==> src/rtl/fake_netlist_pkg.sv <==
// rtl/fake_netlist_pkg.sv - shared types and constants for the fake-netlist vector driver
package fake_netlist_pkg;

  localparam int VEC_CNT_W = 16;

  typedef enum logic [2:0] {
    ST_IDLE    = 3'd0,
    ST_DRIVE   = 3'd1,
    ST_SETTLE  = 3'd2,
    ST_CAPTURE = 3'd3,
    ST_EMIT    = 3'd4,
    ST_DONE    = 3'd5
  } state_e;

  // Galois right-shift feedback masks, maximal-length for each supported width
  function automatic logic [15:0] lfsr_taps(input int w);
    case (w)
      3:       lfsr_taps = 16'h0006;
      4:       lfsr_taps = 16'h000C;
      5:       lfsr_taps = 16'h0014;
      6:       lfsr_taps = 16'h0030;
      7:       lfsr_taps = 16'h0060;
      8:       lfsr_taps = 16'h00B8;
      16:      lfsr_taps = 16'hB400;
      default: lfsr_taps = 16'h0014;
    endcase
  endfunction

endpackage

==> src/rtl/fake_vec_lfsr.sv <==
// rtl/fake_vec_lfsr.sv - seedable Galois LFSR with load and step controls
module fake_vec_lfsr #(
  parameter int             W    = 5,
  parameter logic [W-1:0]   TAPS = '0
) (
  input  logic         clk,
  input  logic         rst_n,
  input  logic         load,
  input  logic         step,
  input  logic [W-1:0] seed,
  output logic [W-1:0] state
);

  logic [W-1:0] state_q;
  logic [W-1:0] state_d;

  // An all-zero seed would lock the register, so it is promoted to 1
  always_comb begin
    state_d = state_q;
    if (load) begin
      state_d = (seed == '0) ? W'(1) : seed;
    end else if (step) begin
      state_d = (state_q >> 1) ^ (state_q[0] ? TAPS : '0);
    end
  end

  always_ff @(posedge clk or negedge rst_n) begin
    if (!rst_n) begin
      state_q <= '0;
    end else begin
      state_q <= state_d;
    end
  end

  assign state = state_q;

endmodule

==> src/rtl/fake_vector_driver.sv <==
// rtl/fake_vector_driver.sv - drives vectors into a combinational netlist and packs its responses
module fake_vector_driver
  import fake_netlist_pkg::*;
#(
  parameter int IN_W       = 5,
  parameter int RESP_W     = 8,
  parameter int SETTLE_CYC = 1
) (
  input  logic              clk,
  input  logic              rst_n,
  input  logic              start,
  input  logic              mode,
  input  logic [IN_W-1:0]   seed,
  input  logic [15:0]       vec_cnt,
  output logic [IN_W-1:0]   dut_in,
  input  logic              dut_out,
  output logic [RESP_W-1:0] resp_data,
  output logic              resp_valid,
  input  logic              resp_ready,
  output logic              busy,
  output logic              done
);

  localparam int WI_W = (RESP_W > 1) ? $clog2(RESP_W) : 1;
  localparam int SC_W = (SETTLE_CYC > 1) ? $clog2(SETTLE_CYC) : 1;
  localparam int RW   = VEC_CNT_W + 1;
  localparam logic [RW-1:0]   FULL_CNT = RW'(1) << IN_W;
  localparam logic [IN_W-1:0] TAPS     = IN_W'(lfsr_taps(IN_W));

  state_e            state_q, state_d;
  logic              mode_q, mode_d;
  logic [IN_W-1:0]   cnt_q, cnt_d;
  logic [RW-1:0]     rem_q, rem_d;
  logic [WI_W-1:0]   widx_q, widx_d;
  logic [SC_W-1:0]   settle_q, settle_d;
  logic [RESP_W-1:0] word_q, word_d;
  logic [IN_W-1:0]   dut_in_q, dut_in_d;
  logic              lfsr_load, lfsr_step;
  logic [IN_W-1:0]   lfsr_state;

  fake_vec_lfsr #(
    .W    (IN_W),
    .TAPS (TAPS)
  ) u_lfsr (
    .clk   (clk),
    .rst_n (rst_n),
    .load  (lfsr_load),
    .step  (lfsr_step),
    .seed  (seed),
    .state (lfsr_state)
  );

  always_comb begin
    state_d   = state_q;
    mode_d    = mode_q;
    cnt_d     = cnt_q;
    rem_d     = rem_q;
    widx_d    = widx_q;
    settle_d  = settle_q;
    word_d    = word_q;
    dut_in_d  = dut_in_q;
    lfsr_load = 1'b0;
    lfsr_step = 1'b0;
    case (state_q)
      ST_IDLE: begin
        if (start) begin
          mode_d    = mode;
          cnt_d     = '0;
          rem_d     = (vec_cnt == '0) ? FULL_CNT : {1'b0, vec_cnt};
          widx_d    = '0;
          word_d    = '0;
          lfsr_load = 1'b1;
          state_d   = ST_DRIVE;
        end
      end
      ST_DRIVE: begin
        dut_in_d = mode_q ? lfsr_state : cnt_q;
        settle_d = '0;
        state_d  = ST_SETTLE;
      end
      ST_SETTLE: begin
        if (settle_q == SC_W'(SETTLE_CYC - 1)) begin
          state_d = ST_CAPTURE;
        end else begin
          settle_d = settle_q + 1'b1;
        end
      end
      ST_CAPTURE: begin
        // Next vector is prepared here so DRIVE only has to register it
        word_d = word_q | (RESP_W'(dut_out) << widx_q);
        rem_d  = rem_q - 1'b1;
        if (mode_q) begin
          lfsr_step = 1'b1;
        end else begin
          cnt_d = cnt_q + 1'b1;
        end
        if ((widx_q == WI_W'(RESP_W - 1)) || (rem_q == RW'(1))) begin
          state_d = ST_EMIT;
        end else begin
          widx_d  = widx_q + 1'b1;
          state_d = ST_DRIVE;
        end
      end
      ST_EMIT: begin
        if (resp_ready) begin
          word_d  = '0;
          widx_d  = '0;
          state_d = (rem_q == '0) ? ST_DONE : ST_DRIVE;
        end
      end
      ST_DONE: begin
        state_d = ST_IDLE;
      end
      default: begin
        state_d = ST_IDLE;
      end
    endcase
  end

  always_ff @(posedge clk or negedge rst_n) begin
    if (!rst_n) begin
      state_q  <= ST_IDLE;
      mode_q   <= 1'b0;
      cnt_q    <= '0;
      rem_q    <= '0;
      widx_q   <= '0;
      settle_q <= '0;
      word_q   <= '0;
      dut_in_q <= '0;
    end else begin
      state_q  <= state_d;
      mode_q   <= mode_d;
      cnt_q    <= cnt_d;
      rem_q    <= rem_d;
      widx_q   <= widx_d;
      settle_q <= settle_d;
      word_q   <= word_d;
      dut_in_q <= dut_in_d;
    end
  end

  assign dut_in     = dut_in_q;
  assign resp_data  = word_q;
  assign resp_valid = (state_q == ST_EMIT);
  assign busy       = (state_q != ST_IDLE);
  assign done       = (state_q == ST_DONE);

endmodule

==> config.mk <==
export PLATFORM = sky130hd
export DESIGN_NAME = fake_vector_driver
export DESIGN_NICKNAME = d
export VERILOG_FILES = /design/src/rtl/fake_netlist_pkg.sv /design/src/rtl/fake_vec_lfsr.sv /design/src/rtl/fake_vector_driver.sv
export SDC_FILE = /design/constraint.sdc
export NUM_CORES = 1
export LEC_CHECK = 0
export BUFFER_PORTS_ARGS = -buffer_cell sky130_fd_sc_hd__buf_2
export CAP_MARGIN = 0
export CORE_ASPECT_RATIO = 0.8
export CORE_MARGIN = 2
export CORE_UTILIZATION = 45
export CTS_BUF_LIST = sky130_fd_sc_hd__clkbuf_8
export DETAILED_ROUTE_END_ITERATION = 8
export GPL_ROUTABILITY_DRIVEN = 0
export PLACE_DENSITY = 0.73
export RECOVER_POWER = 25
export SYNTH_ARGS = -nofsm -noshare
export SYNTH_HDL_FRONTEND = slang
export SYNTH_SLANG_ARGS = --single-unit
==> constraint.sdc <==
create_clock -name clk -period 2.1 [get_ports clk]
set_input_delay 0.105 -clock clk [delete_from_list [all_inputs] [get_ports clk]]
set_output_delay 0.105 -clock clk [all_outputs]
set_load 0.01 [all_outputs]
==> results of run 1 <==
==> state kept, by name (all words and copies together), names as in the netlist <==
signal        cells
dut_in            5
resp_data         8
mode_q            1
u_lfsr.state      5
cnt_q             5
widx_q            3
state_q           3
rem_q            17
==> through the flow <==
stage	power [mW]	hold WS [ps]
2_1_floorplan	2.91	-191
3_5_place_dp	3.49	239
4_1_cts	4.28	11.7
5_1_grt	4.60	9.83
3_3_place_gp	3.41	235
6_report	4.24	19.2
==> routing by layer <==
layer,track usage,up-vias,part of all wire
met5,0,-,0
met1,0.294,979,0.51
li1,-,1028,-
met4,0.0365,0,0.0070
met3,0.0366,4,0.047
met2,0.289,62,0.43
==> cell type report <==
cell class,instances,area (µm²),share of cell area
clock inverters,3,63.8,0.0217
well taps,65,81.3,0.0276
repair buffers,55,297,0.101
flip-flops and latches,47,1180,0.399
multi-input cells,185,1240,0.421
clock buffers,5,68.8,0.0234
inverters,5,18.8,0.00637
==> worst paths after layout <==
kind | startpoint | to | cells past startpoint
max | rem_q[10] | widx_q[1] | 4
min | mode | mode_q | 3
max reg2reg | rem_q[10] | widx_q[1] | 4
min reg2reg | rem_q[16] | rem_q[16] | 1
max in group asynchronous | rst_n | state_q[2] | 3
min in group asynchronous | rst_n | u_lfsr.state[2] | 3
==> placed cells by master (no fill, tap or decap), drive strengths merged, types with 3 or more instances in the layout <==
| cell type | synthesis | layout |
|---|---|---|
| a21oi | 15 | 15 |
| buf | 4 | 44 |
| clkbuf | 7 | 15 |
| dfrtp | 47 | 47 |
| ha | 6 | 6 |
| inv | 5 | 6 |
| mux2i | 13 | 13 |
| nand2 | 26 | 26 |
| nand2b | 3 | 3 |
| nand3 | 9 | 9 |
| nand4 | 4 | 4 |
| nor2 | 23 | 23 |
| nor2b | 4 | 4 |
| nor3 | 4 | 4 |
| nor3b | 3 | 3 |
| nor4 | 10 | 10 |
| o211ai | 6 | 6 |
| o21ai | 11 | 11 |
| o311ai | 8 | 8 |
| or3 | 3 | 3 |
| or4 | 3 | 3 |
| xnor2 | 4 | 4 |
| xor2 | 3 | 3 |
==> timing repair <==
item	4_1_cts	5_1_grt
hold buffers	1	0
setup endpoints to repair	0	0
endpoints found under the hold margin	47	0
buffers inserted	0	0
==> critical path: stages, from the launching register on <==
cell,delay [ps]
dfrtp_1,440
nor4_2,440
and4_1,350
a211o_2,200
mux2_2,330
==> synth_stat cells, drive strengths merged, types with 4 or more instances <==
library cell   n  area [µm²]
a21oi         15        75.1
inv            5        18.8
nor3           4        20.0
nand2         26        97.6
nand3          9        50.1
o311ai         8        77.6
buf            4        20.0
nor2          23        86.3
o211ai         6        45.0
o21ai         11        55.1
clkbuf         7        27.5
xnor2          4        35.0
nor4          10        75.1
nand4          4        25.0
nor2b          4        25.0
ha             6        75.1
dfrtp         47        1180
mux2i         13         130
==> kinds of logic (layout without fill, tap and decap cells) <==
family / after synthesis / count (layout)
xor gates and xnor gates: 7 / 7
adders and majority gates: 6 / 6
AOI/OAI and AO/OA: 56 / 56
muxes: 15 / 15
DFF: 47 / 47
buffers and inverters: 16 / 68
and+or+nand+nor: 101 / 101
==> power breakdown <==
group	internal [mW]	switching (mW)	total, mW
combinational	0.780	0.917	1.70
clock	0.471	0.308	0.779
sequential	1.32	0.443	1.77
==> metrics.md, run 1 <==
| Metric | Value |
|---|---|
| Status | `complete, no violations` |
| Routed Antenna Nets | `0` |
| Post-synth design cell area | `between 2000 and 2500 µm²` |
| Pin count of the biggest net entering global routing | `48` |
| Number of antenna violations at the first check in global routing | `0` |
| CP Data Arrival Time | `2060 ps` |
| Gr usage total | `0.194` |
| Compound-cell area share of the yosys netlist | `0.156` |
| CTS tree | `done` |
| RSZ-0062 raised after global routing | `false` |
| Avg WL per Cell | `about 15 µm` |
| R2r setup slk | `between 200 and 250 ps` |
| Final cell count without fillers | `around 370` |
| Crit Path Category | `flip-flop to flip-flop` |
| I/O pin total | `43` |
| Register area share after synthesis | `0.474` |
| Ys async rst share | `1.00` |
| Clock root buffer master | `clkbuf_8` |
| Hold WC Path Type | `input port to flip-flop` |
| Final Slew Violations | `0` |
| Synth Instances | `248` |
| Fmax | `534 MHz` |
| Simple-gate share of the synthesized area | `0.228` |
| Yosys reg bits | `47` |
| Placed cell count | `roughly 360` |
| # port buffers | `between 40 and 50` |
| Worst-Margin Slew | `1150 ps` |
| Post-synthesis mux area share | `0.0615` |
| Core ar. | `5380 µm²` |
| Initial DRT Pass Iterations | `4` |
| Fill count | `470` |
| Post-Syn Nets | `281` |
| Synth Area in XOR/XNOR | `0.0247` |
| Final Cell Area | `2950 µm²` |
| PwrDens | `1440 nW/µm²` |
| Clock latency on the worst-skew pair | `290 ps` |
| Placed cell area | `2820 µm²` |
| Crit Path Max Fanout | `4` |
| Worst rel slew slack | `0.233` |
| Synth-to-Final Area Change | `18.6%` |
| Post-synthesis cell type count | `56` |
| Period minus WS final | `around 1900 ps` |
| Leakage | `1.33 nW` |
| Share of layout cells above drive strength 1 | `0.220` |
| # H-tree levels | `2` |
| # rows | `24` |
| Post-synth EDFFs | `0` |
| ANT cells | `0` |
| Number of max-cap violations | `0` |
| Final period utilization | `0.892` |
| CP Launch Type | `flip-flop` |
| # setup viols final | `0` |
| Initial Utilization | `0.462` |
| Vias in the first global route | `1954` |
| Clk buf depth | `2` |
| Overflow after GRT | `0` |
| Worst Path Required | `2290 ps` |
| TritonCTS Buffers | `5` |
| DRT Wirelength | `5580 µm` |
| VDD IR max | `~670 µV` |
| Reg clk slew, reported paths | `90 ps` |
| Adder-Cell Fraction of Synth Area | `0.0302` |
| Setup ws final | `227 ps` |
| Setup WS pre-CTS | `roughly 280 ps` |
| Via count | `2073` |
| Starting DRT DRC Count | `137` |
| Endpoints failing hold | `0` |
| Syn. warnings | `0` |
| Die Wd | `87.1 µm` |
| Die area | `about 6100 µm²` |
| Hpwl dp | `approximately 4000 µm` |
| Setup TNS | `0 ps` |
| Avg Cell Area, Syn | `between 10 and 15 µm²` |
| Chip height | `70.5 µm` |
| Post-Route Skew | `3.02 ps` |
| Final nets | `between 300 and 400` |
| # DRC | `0` |
| Layout Utilization | `0.548` |
| Largest family of logic cells by synthesized area | `simple AND/OR/NAND/NOR gates` |
| Main synth FF type | `dfrtp_1` |
| Via density | `approximately 5.7` |
| Clk sink count | `47` |
| Crit. End Element | `flip-flop` |
| First-pass GRT wire length | `between 9000 and 10000 µm` |
| # resized after CTS | `0` |
Note: power is estimated with default switching activity, not from simulation.
==> run 2: changes to the inputs <==
ABC_AREA = 1   (was not set)
PLACE_DENSITY = 0.72   (was 0.73)
==> metrics.md, run 2 <==
| Metric | Value |
|---|---|
| Worst-Margin Slew | `1200 ps (was 1150 ps)` |
| Yosys top cell by area | `dfrtp_1 (unchanged)` |
| WHS | `32.7 ps (was 19.2 ps)` |
| Via count | `2570 (was 2073)` |
| # rows | `26 (was 24)` |
| Critical R2R Launch | `state_q[0] (was rem_q[10])` |
| First-pass GRT wire length | `11000 µm (was 9460 µm)` |
| # setup viols final | `0 (unchanged)` |
| Main synth FF type | `dfrtp_1 (unchanged)` |
| Compound-cell area share of the yosys netlist | `0.120 (was 0.156)` |
| Final cell count without fillers | `512 (was 365)` |
| Commonest cells after routing, fill and taps aside | `nand2_1 (101), nor2_1 (56), dfrtp_1 (47) (was dfrtp_1 (47), buf_2 (33), nand2_1 (26))` |
| Setup TNS | `0 ps (unchanged)` |
| Synth Area in XOR/XNOR | `0.0151 (was 0.0247)` |
| VDD IR max | `569 µV (was 671 µV)` |
| Most common cell after layout, fill and taps aside | `nand2_1 (was dfrtp_1)` |
| Post-synth design cell area | `2900 µm² (was 2480 µm²)` |
| # port buffers | `42 (unchanged)` |
| Crit. End Element | `flip-flop (unchanged)` |
| RSZ-0062 raised after global routing | `false (unchanged)` |
| Avg WL per Cell | `12.7 µm (was 15.3 µm)` |
| DRT Wirelength | `6520 µm (was 5580 µm)` |
| CP Data Arrival Time | `1960 ps (was 2060 ps)` |
| Hold Buf Count CTS | `1 (unchanged)` |
| Via density | `5.02 (was 5.68)` |
| Vias in the first global route | `2335 (was 1954)` |
| Commonest cells post-synth | `nand2_1 (100), nor2_1 (56), dfrtp_1 (47) (was dfrtp_1 (47), nand2_1 (26), nor2_1 (23))` |
| Adder-Cell Fraction of Synth Area | `0.0259 (was 0.0302)` |
| Largest cells by area after synthesis | `dfrtp_1 (41%), nand2_1 (13%), nor2_1 (7.3%) (was dfrtp_1 (47%), mux2i_1 (5.2%), nand2_1 (3.9%))` |
| Worst Path Required | `2330 ps (was 2290 ps)` |
| Share of layout cells above drive strength 1 | `0.192 (was 0.220)` |
| Overflow after GRT | `0 (unchanged)` |
| Max reg flops | `17 (unchanged)` |
| TritonCTS Buffers | `5 (unchanged)` |
| Post-Route Skew | `7.12 ps (was 3.02 ps)` |
| Clock root buffer master | `clkbuf_8 (unchanged)` |
| Initial Utilization | `0.459 (was 0.462)` |
| Fmax | `577 MHz (was 534 MHz)` |
| Clock latency on the worst-skew pair | `300 ps (was 290 ps)` |
| Chip height | `75.8 µm (was 70.5 µm)` |
| Post-CTS setup buffer count | `0 (unchanged)` |
| Final Slew Violations | `0 (unchanged)` |
| Area fraction of the dominant cell type after synthesis | `0.406 (was 0.474)` |
| Post-synth EDFFs | `0 (unchanged)` |
| Initial DRT Pass Iterations | `4 (unchanged)` |
| Pwr Total | `4.52 mW (was 4.24 mW)` |
| Worst rel slew slack | `0.197 (was 0.233)` |
| Most flops, register | `rem_q (unchanged)` |
| Pin count of the biggest net entering global routing | `24 (was 48)` |
| Routed Antenna Nets | `0 (unchanged)` |
| Synth-to-Final Area Change | `12.2% (was 18.6%)` |
| Starting DRT DRC Count | `151 (was 137)` |
| Avg Cell Area, Syn | `7.61 µm² (was 10.0 µm²)` |
| CP Launch Type | `flip-flop (unchanged)` |
| Post-Syn Nets | `414 (was 281)` |
| Period minus WS final | `1730 ps (was 1870 ps)` |
| Post-synthesis cell type count | `39 (was 56)` |
| Worst R2R End | `cnt_q[3] (was widx_q[1])` |
| Core ar. | `6310 µm² (was 5380 µm²)` |
| Cell with the most instances after synthesis | `nand2_1 (was dfrtp_1)` |
| # H-tree levels | `2 (unchanged)` |
| Number of max-cap violations | `0 (unchanged)` |
| Synth Instances | `381 (was 248)` |
| ANT cells | `0 (unchanged)` |
| Largest family of logic cells by synthesized area | `simple AND/OR/NAND/NOR gates (unchanged)` |
| Clk buf depth | `2 (unchanged)` |
| R2r setup slk | `370 ps (was 230 ps)` |
| Crit Path Category | `flip-flop to flip-flop (unchanged)` |
| Hpwl dp | `4980 µm (was 4030 µm)` |
| CTS tree | `done (unchanged)` |
| Leakage | `1.63 nW (was 1.33 nW)` |
| Clk sink count | `47 (unchanged)` |
| Yosys reg bits | `47 (unchanged)` |
| HP Start | `mode (unchanged)` |
| Worst Hold End | `mode_q (unchanged)` |
| # resized after CTS | `0 (unchanged)` |
| Number of antenna violations at the first check in global routing | `0 (unchanged)` |
| Die Wd | `93.7 µm (was 87.1 µm)` |
| Endpoints failing hold | `0 (unchanged)` |
| Die area | `7100 µm² (was 6130 µm²)` |
| Register area share after synthesis | `0.406 (was 0.474)` |
| Crit Path Max Fanout | `17 (was 4)` |
| Final nets | `460 (was 332)` |
| Syn. warnings | `0 (unchanged)` |
| Ys async rst share | `1.00 (unchanged)` |
| Reg clk slew, reported paths | `90 ps (about the same)` |
| Post-synthesis mux area share | `0 (was 0.0615)` |
| Cells on worst reg2reg path | `9 (was 4)` |
| Placed cell count | `503 (was 356)` |
| # DRC | `0 (unchanged)` |
| Hold Path Stages | `3 (unchanged)` |
| Final period utilization | `0.825 (was 0.892)` |
| Hold WC Path Type | `input port to flip-flop (unchanged)` |
| Simple-gate share of the synthesized area | `0.350 (was 0.228)` |
| Status | `complete, no violations (unchanged)` |
| Gr usage total | `0.197 (was 0.194)` |
| Fill count | `631 (was 470)` |
| PwrDens | `1390 nW/µm² (was 1440 nW/µm²)` |
| I/O pin total | `43 (unchanged)` |
run 2: changes by cell type in the layout (fill, tap and decap cells not counted), moves of 7 or more:
| cell | change |
|---|---|
| a21oi_1 | -9 |
| nand2_1 | +75 |
| nand3_1 | +28 |
| inv_1 | +31 |
| buf_2 | +7 |
| nor2_1 | +33 |
| buf_4 | -9 |
| o21ai_0 | +10 |
| mux2i_1 | -13 |
run 2: routing by layer:
| metal | routed length, µm | vias up | track usage |
|---|---|---|---|
| met4 | 25 | 0 | 0.0354 |
| met3 | 264 | 2 | 0.0326 |
| met2 | 2910 | 43 | 0.311 |
| li1 | - | 1321 | - |
| met1 | 3320 | 1204 | 0.291 |
| met5 | 0 | - | 0 |
run 2: critical path, cell delays in order, from the launching register on:
cell and delay, ps:
dfrtp_1 420, inv_2 90, nand2_1 190, nor2_2 210, nand2_4 190, nand2_8 190, inv_8 70, nor2_4 120
nand3_1 80, o21ai_1 80
run 2: report_power, final:
part	internal (mW)	switching, mW	total [mW]	leakage (nW)
Combinational	0.828	1.49	2.32	0.991
Clock	0.235	0.318	0.553	0.0460
Sequential	1.29	0.355	1.65	0.590
Total	2.35	2.16	4.52	1.63
run 2: area by class of cell:
class | count | area, µm² | area share
sequential | 47 | 1180 | 0.362
clock inverter | 3 | 20.0 | 0.00616
multi-input combinational | 284 | 1470 | 0.452
clock buffer | 5 | 68.8 | 0.0212
timing repair buffer | 46 | 236 | 0.0727
inverter | 43 | 174 | 0.0535
tap | 84 | 105 | 0.0323
run 2: cells by family (layout without fill, tap and decap cells):
| kind of cell | Yosys count | after routing |
|---|---|---|
| AOI/OAI and AO/OA | 51 | 51 |
| xor gates and xnor gates | 5 | 5 |
| adders and majority gates | 6 | 6 |
| buffers and inverters | 50 | 97 |
| DFF | 47 | 47 |
| and+or+nand+nor | 222 | 222 |
run 2: per-stage QoR:
| step | area (µm²) | setup slack, ps | utilization |
|---|---|---|---|
| finish | 3250 | 367 | 0.515 |
| global route | 3250 | 178 | 0.515 |
| CTS | 3270 | 485 | 0.517 |
| detailed placement | 3170 | 513 | 0.502 |
| global placement | 3170 | 557 | 0.502 |
| floorplan | 2900 | 751 | - |
run 2: worst max path at each step:
stage               start            to  slack [ps]  cells past startpoint
2_1_floorplan  state_q[0]      cnt_q[2]         750                      9
4_1_cts        state_q[1]      cnt_q[3]         480                      9
3_3_place_gp   state_q[0]      cnt_q[3]         560                      9
3_5_place_dp   state_q[1]      cnt_q[3]         510                      9
5_1_grt             rst_n  resp_data[3]         180                      3
6_report       state_q[0]      cnt_q[3]         370                      9
==> run 3: changes to the inputs <==
clock period = 1.6 ns   (was 2.1 ns; I/O delays follow)
==> metrics.md, run 3 (synthesis results as in run 2) <==
| Metric | Value |
|---|---|
| Pin count of the biggest net entering global routing | `28 (was 24)` |
| Worst rel slew slack | `0.599 (was 0.197)` |
| Overflow after GRT | `0 (unchanged)` |
| WHS | `10.5 ps (was 32.7 ps)` |
| Via count | `2642 (was 2570)` |
| Core ar. | `6310 µm² (unchanged)` |
| Crit Path Category | `flip-flop to flip-flop (unchanged)` |
| First-pass GRT wire length | `11600 µm (was 11000 µm)` |
| Final Slew Violations | `0 (unchanged)` |
| Reg clk slew, reported paths | `90 ps (about the same)` |
| Avg WL per Cell | `13.3 µm (was 12.7 µm)` |
| Die Wd | `93.7 µm (unchanged)` |
| Leakage | `1.68 nW (was 1.63 nW)` |
| TritonCTS Buffers | `5 (unchanged)` |
| # port buffers | `42 (unchanged)` |
| DRT Wirelength | `6930 µm (was 6520 µm)` |
| Critical R2R Launch | `state_q[0] (unchanged)` |
| CP Launch Type | `flip-flop (unchanged)` |
| Layout Utilization | `0.539 (was 0.515)` |
| CP startpoint | `state_q[0] (unchanged)` |
| # DRC | `0 (unchanged)` |
| Sw Share | `0.474 (was 0.479)` |
| ANT cells | `0 (unchanged)` |
| Fmax | `671 MHz (was 577 MHz)` |
| Reg power frac | `0.346 (was 0.365)` |
| Chip height | `75.8 µm (unchanged)` |
| Status | `complete, no violations (unchanged)` |
| Fill count | `629 (was 631)` |
| Vias in the first global route | `2464 (was 2335)` |
| Multi-input gate area | `1520 µm² (was 1470 µm²)` |
| # rows | `26 (unchanged)` |
| Clk buf depth | `2 (unchanged)` |
| Number of antenna violations at the first check in global routing | `0 (unchanged)` |
| Clock latency on the worst-skew pair | `300 ps (about the same)` |
| PwrDens | `1860 nW/µm² (was 1390 nW/µm²)` |
| CTS tree | `done (unchanged)` |
| Internal Pwr Total | `3.32 mW (was 2.35 mW)` |
| Gr usage total | `0.207 (was 0.197)` |
| Switch Pwr | `2.99 mW (was 2.16 mW)` |
| CP Data Arrival Time | `1680 ps (was 1960 ps)` |
| Placed cell count | `507 (was 503)` |
| Hpwl dp | `5150 µm (was 4980 µm)` |
| Number of max-cap violations | `0 (unchanged)` |
| Final period utilization | `0.931 (was 0.825)` |
| Post-Route Skew | `6.69 ps (was 7.12 ps)` |
| Worst-Margin Slew | `602 ps (was 1200 ps)` |
| Clk sink count | `47 (unchanged)` |
| # setup viols final | `0 (unchanged)` |
| Commonest cells after routing, fill and taps aside | `nand2_1 (99), nor2_1 (50), dfrtp_1 (46) (was nand2_1 (101), nor2_1 (56), dfrtp_1 (47))` |
| I/O pin total | `43 (unchanged)` |
| HP Start | `mode (unchanged)` |
| Final nets | `470 (was 460)` |
| Die area | `7100 µm² (unchanged)` |
| Crit Path Max Fanout | `6 (was 17)` |
| Share of layout cells above drive strength 1 | `0.237 (was 0.192)` |
| Worst Path Required | `1790 ps (was 2330 ps)` |
| Routed Antenna Nets | `0 (unchanged)` |
| Synth-to-Final Area Change | `17.4% (was 12.2%)` |
| Initial Utilization | `0.459 (unchanged)` |
| Final Cell Area | `3400 µm² (was 3250 µm²)` |
| Initial DRT Pass Iterations | `4 (unchanged)` |
| Storage cell area | `1180 µm² (about the same)` |
| Via density | `5.06 (was 5.02)` |
| VDD IR max | `799 µV (was 569 µV)` |
| Starting DRT DRC Count | `155 (was 151)` |
| Final cell count without fillers | `522 (was 512)` |
| Endpoints failing hold | `0 (unchanged)` |
| # H-tree levels | `2 (unchanged)` |
| Crit. End Element | `flip-flop (unchanged)` |
| Max reg flops | `17 (unchanged)` |
| Logic pwr share | `0.532 (was 0.513)` |
| Most common cell after layout, fill and taps aside | `nand2_1 (unchanged)` |
| Setup WS pre-CTS | `59.8 ps (was 513 ps)` |
| Period minus WS final | `1490 ps (was 1730 ps)` |
| Most flops, register | `rem_q (unchanged)` |
| Setup ws final | `110 ps (was 367 ps)` |
| Clock share of power | `0.122 (about the same)` |
| Hold WC Path Type | `input port to flip-flop (unchanged)` |
| Clock root buffer master | `clkbuf_8 (unchanged)` |
| Placed cell area | `3220 µm² (was 3170 µm²)` |
==> run 3: cell count changes in the layout (fill, tap and decap cells not counted), moves of 3 or more <==
cell | before | now
buf_4 | 2 | 10
nor2_1 | 56 | 50
buf_2 | 40 | 36
nor2_2 | 2 | 6
inv_1 | 37 | 34
inv_2 | 5 | 8
==> run 3: final timing paths <==
| path | slack, ps | to | cells after the start |
|---|---|---|---|
| max | 110 | u_lfsr.state[0] | 9 |
| min | 10 | mode_q | 3 |
| max reg2reg | 110 | u_lfsr.state[0] | 9 |
| min reg2reg | 500 | dut_in[4] | 1 |
| max in group asynchronous | 720 | state_q[2] | 3 |
| min in group asynchronous | 310 | rem_q[5] | 2 |
==> run 3: timing repair <==
item / 4_1_cts / 5_1_grt
setup endpoints to repair: 0 / 14
endpoints found under the hold margin: 20 / 0
hold buffers: 1 / 0
buffers inserted: 0 / 5
gates resized for setup: 0 / 16
==> run 3: through the flow <==
stage               power (mW)  setup TNS [ps]
floorplan                 4.59               0
global placement          5.31               0
detailed placement        5.41               0
CTS                       6.18               0
global route              6.86         -0.0477
finish                    6.31               0
==> run 3: layout make-up <==
cell class	instances	area share
well taps	84	0.0309
clock buffers	6	0.0243
clock inverters	2	0.00368
flip-flops and latches	47	0.346
multi-input cells	285	0.447
repair buffers	55	0.0968
inverters	43	0.0511
==> run 3: worst max-delay path, cell delays in order (launching register included) <==
cell	delay, ps
dfrtp_1	430
inv_2	120
nand2_4	100
nor2_4	160
nand2_4	120
buf_4	160
nand2_1	80
nand3_1	80
nand2_1	50
o21ai_0	70
==> run 3: power groups by stage <==
stage	Combinational, mW	Sequential (mW)	Clock (mW)
finish	3.36	2.18	0.771
global route	3.81	2.24	0.816
CTS	3.25	2.15	0.782
detailed placement	3.24	2.17	0
global placement	3.16	2.15	0
floorplan	2.48	2.11	0
==> run 3: layer usage <==
layer | wire length [µm] | track usage | part of all wire
met4 | 54 | 0.0515 | 0.0078
met1 | 3420 | 0.284 | 0.49
met2 | 3110 | 0.344 | 0.45
met5 | 0 | 0 | 0
met3 | 334 | 0.0376 | 0.048
